$ cat config.mk
export PLATFORM = sky130hd
export DESIGN_NAME = ldpc_dec_sched_flat
export DESIGN_NICKNAME = d
export VERILOG_FILES = /design/src/rtl/ldpc_dec_sched_pkg.sv /design/src/rtl/ldpc_dec_sched_if.sv /design/src/rtl/ldpc_dec_sched_arb.sv /design/src/rtl/ldpc_dec_sched.sv /design/src/flat_wrapper.sv
export SDC_FILE = /design/constraint.sdc
export NUM_CORES = 1
export LEC_CHECK = 0
export CAP_MARGIN = 20
export CELL_PAD_IN_SITES_DETAIL_PLACEMENT = 1
export CELL_PAD_IN_SITES_GLOBAL_PLACEMENT = 1
export CORE_AREA = 5 5 502 504
export CTS_CLUSTER_SIZE = 24
export DETAILED_ROUTE_END_ITERATION = 16
export DIE_AREA = 0 0 507 509
export GPL_TIMING_DRIVEN = 0
export PLACE_DENSITY = 0.33
export SLEW_MARGIN = 40
export SYNTH_ARGS = -nofsm -noshare
export SYNTH_HDL_FRONTEND = slang
export SYNTH_SLANG_ARGS = --single-unit
export TNS_END_PERCENT = 50
$ cat constraint.sdc
create_clock -name clk -period 3.5 [get_ports clk]
set_clock_uncertainty 0.05 [all_clocks]
set_input_delay 0.525 -clock clk [delete_from_list [all_inputs] [get_ports clk]]
set_output_delay 0.525 -clock clk [all_outputs]
set_load 0.02 [all_outputs]
$ cat src/rtl/ldpc_dec_sched_pkg.sv
// ldpc_pkg: codeword width, scheduler state encoding and source-id type shared
// with the decoder-side blocks.
package ldpc_pkg;
    localparam int N = 256;
    typedef enum logic [1:0] {IDLE, ISSUE, WAIT, HOLD} sched_state_t;
    typedef logic src_t;
endpackage

$ cat src/rtl/ldpc_dec_sched_if.sv
// ldpc_dec_sched_if: decoder work/free/valid handshake plus the valid/ready
// result port; master is the scheduler side.
interface ldpc_dec_sched_if;
    import ldpc_pkg::*;
    logic         dec_work;
    logic [N-1:0] dec_tx;
    logic         dec_free;
    logic         dec_valid;
    logic [N-1:0] dec_deout;
    logic         res_valid;
    logic         res_ready;
    logic [N-1:0] res_data;
    src_t         res_src;
    logic         res_err;
    modport master (
        output dec_work, dec_tx, res_valid, res_data, res_src, res_err,
        input  dec_free, dec_valid, dec_deout, res_ready
    );
    modport slave (
        input  dec_work, dec_tx, res_valid, res_data, res_src, res_err,
        output dec_free, dec_valid, dec_deout, res_ready
    );
endinterface

$ cat src/rtl/ldpc_dec_sched_arb.sv
// rr_arb2: two-request round-robin arbiter; the last-grant pointer moves only
// when a grant is actually issued.
module rr_arb2 (
    input  logic       clk,
    input  logic       rst,
    input  logic       en,
    input  logic [1:0] req,
    output logic [1:0] gnt
);
    logic last;
    always_comb gnt = !en ? 2'b00 : (&req) ? (last ? 2'b01 : 2'b10) : req;
    always_ff @(posedge clk or negedge rst)
        if (!rst) last <= 1'b1;
        else if (|gnt) last <= gnt[1];
endmodule

$ cat src/rtl/ldpc_dec_sched.sv
// ldpc_dec_sched: round-robin frame scheduler in front of the LDPC decoder core.
// Define LDPC_SCHED_TIMEOUT_EN to add the decoder-valid watchdog with raw fallback.
module ldpc_dec_sched
    import ldpc_pkg::*;
#(
    parameter int TIMEOUT = 1024,
    parameter int CW      = 16
) (
    input  logic                    clk,
    input  logic                    rst,
    input  logic                    req0,
    input  logic                    req1,
    input  logic [N-1:0]            din0,
    input  logic [N-1:0]            din1,
    output logic                    ack0,
    output logic                    ack1,
    ldpc_dec_sched_if.master        dif,
    output logic                    busy,
    output logic [CW-1:0]           frame_cnt
);
    sched_state_t state;
    logic [N-1:0] fbuf;
    src_t         src;
    logic [1:0]   gnt;
    logic         tmo;

    if (TIMEOUT < 2 || TIMEOUT > 2 ** CW) begin : g_bad_timeout
        $error("ldpc_dec_sched: TIMEOUT must fit the CW-bit counter");
    end

    // grants are masked while reset is held so no ack leaks out of reset
    rr_arb2 u_arb (
        .clk (clk),
        .rst (rst),
        .en  (state == IDLE && rst),
        .req ({req1, req0}),
        .gnt (gnt)
    );

    assign {ack1, ack0}  = gnt;
    assign dif.dec_work  = state == ISSUE && dif.dec_free;
    assign dif.dec_tx    = fbuf;
    assign dif.res_valid = state == HOLD;
    assign dif.res_src   = src;
    assign busy          = state != IDLE;

`ifdef LDPC_SCHED_TIMEOUT_EN
    logic [CW-1:0] tcnt;
    logic          err;
    assign tmo         = tcnt == CW'(TIMEOUT - 1);
    assign dif.res_err = err;
    always_ff @(posedge clk or negedge rst)
        if (!rst) begin
            tcnt <= '0;
            err  <= 1'b0;
        end else begin
            tcnt <= state == WAIT ? tcnt + CW'(1) : '0;
            if (state == WAIT && (dif.dec_valid || tmo)) err <= !dif.dec_valid;
        end
`else
    assign tmo         = 1'b0;
    assign dif.res_err = 1'b0;
`endif

    // a decoder strobe in the same cycle as the watchdog expiry takes priority
    always_ff @(posedge clk or negedge rst)
        if (!rst) begin
            state        <= IDLE;
            fbuf         <= '0;
            src          <= 1'b0;
            dif.res_data <= '0;
            frame_cnt    <= '0;
        end else begin
            case (state)
                IDLE: if (|gnt) begin
                    fbuf  <= gnt[1] ? din1 : din0;
                    src   <= gnt[1];
                    state <= ISSUE;
                end
                ISSUE: if (dif.dec_free) state <= WAIT;
                WAIT: if (dif.dec_valid || tmo) begin
                    dif.res_data <= dif.dec_valid ? dif.dec_deout : fbuf;
                    state        <= HOLD;
                end
                HOLD: if (dif.res_ready) begin
                    frame_cnt <= frame_cnt + CW'(1);
                    state     <= IDLE;
                end
                default: state <= IDLE;
            endcase
        end
endmodule

$ cat src/flat_wrapper.sv
// flat-port wrapper written by rule: the top's interface ports become plain ports
module ldpc_dec_sched_flat import ldpc_pkg::*;
#(
    parameter int TIMEOUT = 1024,
    parameter int CW      = 16
)
  (clk, rst, req0, req1, din0, din1, ack0, ack1, busy, frame_cnt, dif_dec_work, dif_dec_tx, dif_res_valid, dif_res_data, dif_res_src, dif_res_err, dif_dec_free, dif_dec_valid, dif_dec_deout, dif_res_ready);
  ldpc_dec_sched_if dif_i ();
  input  logic clk;
  input  logic rst;
  input  logic req0;
  input  logic req1;
  input  logic [N-1:0] din0;
  input  logic [N-1:0] din1;
  output logic ack0;
  output logic ack1;
  output logic busy;
  output logic [CW-1:0] frame_cnt;
  output wire logic [$bits(dif_i.dec_work)-1:0] dif_dec_work;
  output wire logic [$bits(dif_i.dec_tx)-1:0] dif_dec_tx;
  output wire logic [$bits(dif_i.res_valid)-1:0] dif_res_valid;
  output wire logic [$bits(dif_i.res_data)-1:0] dif_res_data;
  output wire logic [$bits(dif_i.res_src)-1:0] dif_res_src;
  output wire logic [$bits(dif_i.res_err)-1:0] dif_res_err;
  input wire logic [$bits(dif_i.dec_free)-1:0] dif_dec_free;
  input wire logic [$bits(dif_i.dec_valid)-1:0] dif_dec_valid;
  input wire logic [$bits(dif_i.dec_deout)-1:0] dif_dec_deout;
  input wire logic [$bits(dif_i.res_ready)-1:0] dif_res_ready;
  assign dif_dec_work = dif_i.dec_work;
  assign dif_dec_tx = dif_i.dec_tx;
  assign dif_res_valid = dif_i.res_valid;
  assign dif_res_data = dif_i.res_data;
  assign dif_res_src = dif_i.res_src;
  assign dif_res_err = dif_i.res_err;
  assign dif_i.dec_free = dif_dec_free;
  assign dif_i.dec_valid = dif_dec_valid;
  assign dif_i.dec_deout = dif_dec_deout;
  assign dif_i.res_ready = dif_res_ready;
  ldpc_dec_sched #(.TIMEOUT(TIMEOUT), .CW(CW)) u_core (.clk(clk), .rst(rst), .req0(req0), .req1(req1), .din0(din0), .din1(din1), .ack0(ack0), .ack1(ack1), .dif(dif_i), .busy(busy), .frame_cnt(frame_cnt));
endmodule
==> results of run 1 <==
[flip-flops by register name, summed over array words and instances, names as in the netlist]
name / cells
u_core.dif.res_src: 1
u_core.frame_cnt: 16
u_core.dif.res_data: 256
u_core.state: 2
u_core.u_arb.last: 1
u_core.dif.dec_tx: 256
[cells by family after synthesis]
kind of cell    Yosys count  synth area share, %
fa+ha+maj                 5                0.286
simple gates            544                 9.58
mux                     258                 13.3
flops                   532                 60.9
other cells               1               0.0172
compound gates          518                 11.9
buf+inv                 150                 3.37
xor+xnor                 15                0.601
[worst paths after layout]
kind | from | end | slack, ps | cells after the start
setup / recovery | rst | ack1 | 190 | 6
hold / removal | rst | u_core.dif.dec_tx[247] | 300 | 2
setup reg to reg | u_core.state[0] | u_core.dif.dec_tx[109] | 650 | 8
hold reg to reg | u_core.frame_cnt[15] | u_core.frame_cnt[15] | 430 | 1
max in group asynchronous | rst | u_core.dif.res_data[186] | 1380 | 5
min in group clk | din0[113] | u_core.dif.dec_tx[113] | 320 | 3
[power by group]
| group | leakage (nW) | total [mW] | switching (mW) | internal, mW |
|---|---|---|---|---|
| sequential | 6.12 | 11.1 | 1.91 | 9.23 |
| clock | 1.34 | 8.59 | 3.56 | 5.03 |
| combinational | 9.53 | 20.1 | 11.5 | 8.54 |
| total | 17.0 | 39.8 | 17.0 | 22.8 |
[Yosys cell counts (all sizes together), types with 2 or more instances]
library cell,instances
nor3,2
nand4,3
dfrtp,531
xnor2,12
mux2,258
nand3,9
inv,8
clkbuf,41
ha,5
and3,3
and2,2
nor2,259
a21oi,512
buf,100
xor2,3
nand2,265
[per-stage QoR]
stage | util (%) | hold WS (ps) | setup slack, ps
after global routing | 17.0 | 232 | 75.1
after floorplan | - | 179 | 1680
after CTS | 17.0 | 191 | 109
after global placement | 15.8 | 412 | -29320
after detailed placement | 15.9 | 363 | 86.7
final | 17.0 | 300 | 193
[timing repair]
action	in CTS	in global routing
setup endpoints to repair	1	0
hold buffers	1	0
setup buffers	0	0
hold endpoints to repair	139	0
resized for setup	1	0
[layer usage]
metal | GRT usage [%] | up-vias
met3 | 8.37 | 295
met5 | 0 | -
li1 | - | 9708
met4 | 3.10 | 96
met1 | 17.5 | 11100
met2 | 26.6 | 1097
[worst max-delay path: stages]
cell	delay [ps]
dlygate4sd3_1	610
buf_16	270
and2_4	240
nand3_4	140
clkinv_4	220
clkdlybuf4s50_1	650
[area by class of cell]
type / count / share of cell area, %
multi-input cells: 1341 / 18.6
clock inverters: 23 / 0.662
clock buffers: 123 / 5.85
repair buffers: 1318 / 31.7
diodes: 32 / 0.190
plain buffers: 140 / 1.68
flip-flops and latches: 532 / 31.6
well taps: 3237 / 9.61
inverters: 9 / 0.0921
==> reports/metrics.csv, run 1 <==
metric,value,unit
cts_root_buf,clkbuf_16,
insertion_delay,680,ps
hold_viol_final,0,
synth_cell_types,31,
place_congestion,0.847,
ys_seq_area_share,60.9,%
die_h,509,um
layout-drive-gt1-share,14.8,%
grt_first_pass_wirelength,266,mm
cts_made_buffers,81,
drt-met1-wl,81.4,mm
nets,4203,
die_w,507,um
multi_input_area,7830,sq um
syn_to_final_growth,92.8,%
hp-class,in2async,
cp-end-kind,output port,
cellPowerDensity,945,nW/um^2
num_rows,183,
layout_min_cycle_time,3310,ps
max_freq,302,MHz
synth_top_cell_area_share,60.8,%
dp_hpwl,180,mm
run_status,"complete, no violations",
core,247000,sq um
antenna_found_initial,138,
wl,210,mm
synth_warnings,0,
layout_common_cells,"clkdlybuf4s50_1 (1306), dfrtp_1 (531), a21oi_1 (506), nand2_1 (264), nor2_1 (259)",
drt_iter0_markers,890,
seqCellArea,13300,sq um
cp_data_required_time,2920,ps
start_util,8.84,%
worst_pin_slew,835,ps
clock_path_buffers,3,
portBuffers,1308,
synth_top_cell_by_area,dfrtp_1,
clkTransAtPathRegs,60,ps
stdcell_count,6755,
fin_area,42100,sq um
synth_area,21900,sq um
grt_pass1_vias,24300,
wl_met3,23.4,mm
syn_nets,2803,
first_pass_iters,4,
wl_met2,100,mm
num_vias,22300,
io_pins,1310,
synth_area_per_cell,10.8,sq um
fin_crit_sh,94.5,%
ir_drop,0.338,mV
synth_edf_count,0,
fill_cells,28400,
post_dp_cell_area,39300,sq um
cts_max_level,3,
async_reset_ff_share,100,%
grtUsageTotal,15.7,%
rsz0062_at_grt,no,
setup_tns,0,ps
critPathArrivalTime,2730,ps
grt_max_degree,89,
postRouteAntennaNets,0,
grt_overflow,0,
drc_errors,0,
maxCapViolCount,0,
relSlewSlack,44.3,%
worstSetupPathType,in2out,
vias_per_cell,3.30,
cts_tree,built,
clock-sinks,532,
worstPathMaxFanout,39,
p_leak,17.0,nW
synth_area_leaders,"dfrtp_1 (61%), mux2_2 (13%), a21oi_1 (12%)",
wire_per_inst,31.1,um
maxSlewViolCount,0,
power,39.8,mW
critPathLaunchType,input port,
ys.flop_type,dfrtp_1,
dp.cells,6577,
final_common_cell,clkdlybuf4s50_1,
syn_inst,2023,
die-area,258000,sq um
setup_viol,0,
synth-seq-cells,532,
top_layer,met5,
Note: power is estimated with default switching activity, not from simulation.
==> run 2, diff against run 1 <==
- clock period: 3.5 -> 4.3 ns (I/O delays scaled with it)
==> run 2 against run 1 <==
Against the previous run: design area about the same; sequential share of layout area is essentially flat; clock-buffer cell count unchanged; sequential power is 18% lower; utilization about the same; critical path type unchanged; first-iteration DRC count is 3.7% higher; critical path depth increased by 1; die area did not move; via count unchanged; sequential cell count stayed put; non-clock buffer count up 1; combinational power is 19% lower.
==> reports/metrics.csv, run 2 (same netlist as run 1, synthesis figures left out) <==
metric,value,unit,change
hold_viol_final,0,,unchanged
worstSetupPathType,in2out,,unchanged
worst_pin_slew,882,ps,was 835 ps
critPathArrivalTime,3190,ps,was 2730 ps
final_common_cell,clkdlybuf4s50_1,,unchanged
die-area,258000,sq um,unchanged
cts_max_level,3,,unchanged
maxSlewViolCount,0,,unchanged
grt_first_pass_wirelength,266,mm,about the same
cts_resized,0,,was 1
cp_cell_sequence,dlygate4sd3_1 > buf_16 > and2_4 > nand3_4 > clkinv_2 > buf_2 > clkdlybuf4s50_1,,was dlygate4sd3_1 > buf_16 > and2_4 > nand3_4 > clkinv_4 > clkdlybuf4s50_1
clock-sinks,532,,unchanged
nets,4204,,was 4203
p_leak,17.0,nW,about the same
ir_drop,0.275,mV,was 0.338 mV
rr_worst_depth,8,,unchanged
clkTransAtPathRegs,60,ps,about the same
cp_slowest_cell,clkdlybuf4s50_1,,unchanged
relSlewSlack,41.2,%,was 44.3%
die_h,509,um,unchanged
grtUsageTotal,15.7,%,about the same
grt_max_degree,89,,unchanged
num_vias,22300,,unchanged
wire_per_inst,31.1,um,about the same
cp-end-kind,output port,,unchanged
setup_tns,0,ps,unchanged
setup_viol,0,,unchanged
place_congestion,0.847,,unchanged
dp_hpwl,180,mm,unchanged
multi_input_area,7830,sq um,unchanged
fin_crit_sh,90.4,%,
cts_tree,built,,unchanged
grt_overflow,0,,unchanged
syn_to_final_growth,92.8,%,about the same
cellPowerDensity,769,nW/um^2,was 945 nW/um^2
post-cts-setup-buffers,0,,unchanged
first_pass_iters,4,,unchanged
start_util,8.84,%,unchanged
layout-drive-gt1-share,14.9,%,was 14.8%
core,247000,sq um,unchanged
grt_pass1_vias,24300,,about the same
wl,210,mm,about the same
layout_min_cycle_time,3890,ps,
critPathLaunchType,input port,,unchanged
cts_made_buffers,81,,unchanged
num_rows,183,,unchanged
cp_slowest_stage_delay,680,ps,was 650 ps
run_status,"complete, no violations",,unchanged
postRouteAntennaNets,0,,unchanged
io_pins,1310,,unchanged
worstPathMaxFanout,39,,unchanged
portBuffers,1308,,unchanged
cp_data_required_time,3610,ps,was 2920 ps
insertion_delay,680,ps,about the same
rsz0062_at_grt,no,,unchanged
drt_iter0_markers,923,,was 890
antenna_found_initial,138,,unchanged
dp.cells,6577,,unchanged
clock_path_buffers,3,,unchanged
die_w,507,um,unchanged
maxCapViolCount,0,,unchanged
drc_errors,0,,unchanged
hp-class,in2async,,unchanged
hold_buffers,1,,unchanged
cts_root_buf,clkbuf_16,,unchanged
seqCellArea,13300,sq um,unchanged
fill_cells,28400,,about the same
stdcell_count,6761,,was 6755
layout_common_cells,"clkdlybuf4s50_1 (1306), dfrtp_1 (531), a21oi_1 (506), nand2_1 (264), nor2_1 (259)",,unchanged
vias_per_cell,3.30,,about the same
max_freq,257,MHz,
[run 2: changes by cell type in the layout (fill, tap and decap cells not counted), sizes merged]
| cell | delta |
|---|---|
| diode | +5 |
| buf | +1 |
[run 2: through the flow]
step / total power [mW] / utilization [%] / setup slack [ps] / hold WS [ps] / instance area, sq um
after CTS: 33.5 / 17.0 / 332 / 311 / 42100
final: 32.4 / 17.0 / 412 / 412 / 42100
after global placement: 26.0 / 15.8 / -28640 / 412 / 39000
after detailed placement: 26.0 / 15.9 / 767 / 422 / 39300
after global routing: 34.4 / 17.0 / 257 / 356 / 42100
after floorplan: 15.6 / - / 2360 / 299 / 21900
[run 2: worst paths after layout]
check | from | endpoint | slack [ps]
max | rst | ack1 | 410
min | rst | u_core.dif.dec_tx[247] | 410
max in group asynchronous | rst | u_core.dif.res_data[186] | 2060
min reg2reg | u_core.frame_cnt[15] | u_core.frame_cnt[15] | 430
min in group clk | u_core.frame_cnt[15] | u_core.frame_cnt[15] | 430
max reg2reg | u_core.state[0] | u_core.dif.dec_tx[109] | 1480
[run 2: layout make-up]
type / count / area share [%]
repair buffers: 1318 / 31.7
flip-flops and latches: 532 / 31.6
multi-input cells: 1341 / 18.6
well taps: 3237 / 9.61
clock buffers: 123 / 5.85
plain buffers: 141 / 1.70
clock inverters: 23 / 0.662
diodes: 37 / 0.220
inverters: 9 / 0.0831
[run 2: per-layer routing]
layer / vias up / part of all wire, % / GRT usage (%)
met1: 11100 / 39 / 17.5
met3: 289 / 11 / 8.37
met4: 96 / 2.1 / 3.10
met2: 1099 / 48 / 26.6
li1: 9720 / - / -
met5: - / 0.29 / 0
[run 2: power breakdown]
| part | switching (mW) | internal, mW |
|---|---|---|
| Sequential | 1.55 | 7.51 |
| Combinational | 9.38 | 6.95 |
| Clock | 2.90 | 4.09 |
| Total | 13.8 | 18.6 |
[run 2: critical path, delay by kind of cell]
| family | cells | cell delay, ps |
|---|---|---|
| simple gates | 2 | 370 |
| buf+inv | 5 | 2100 |
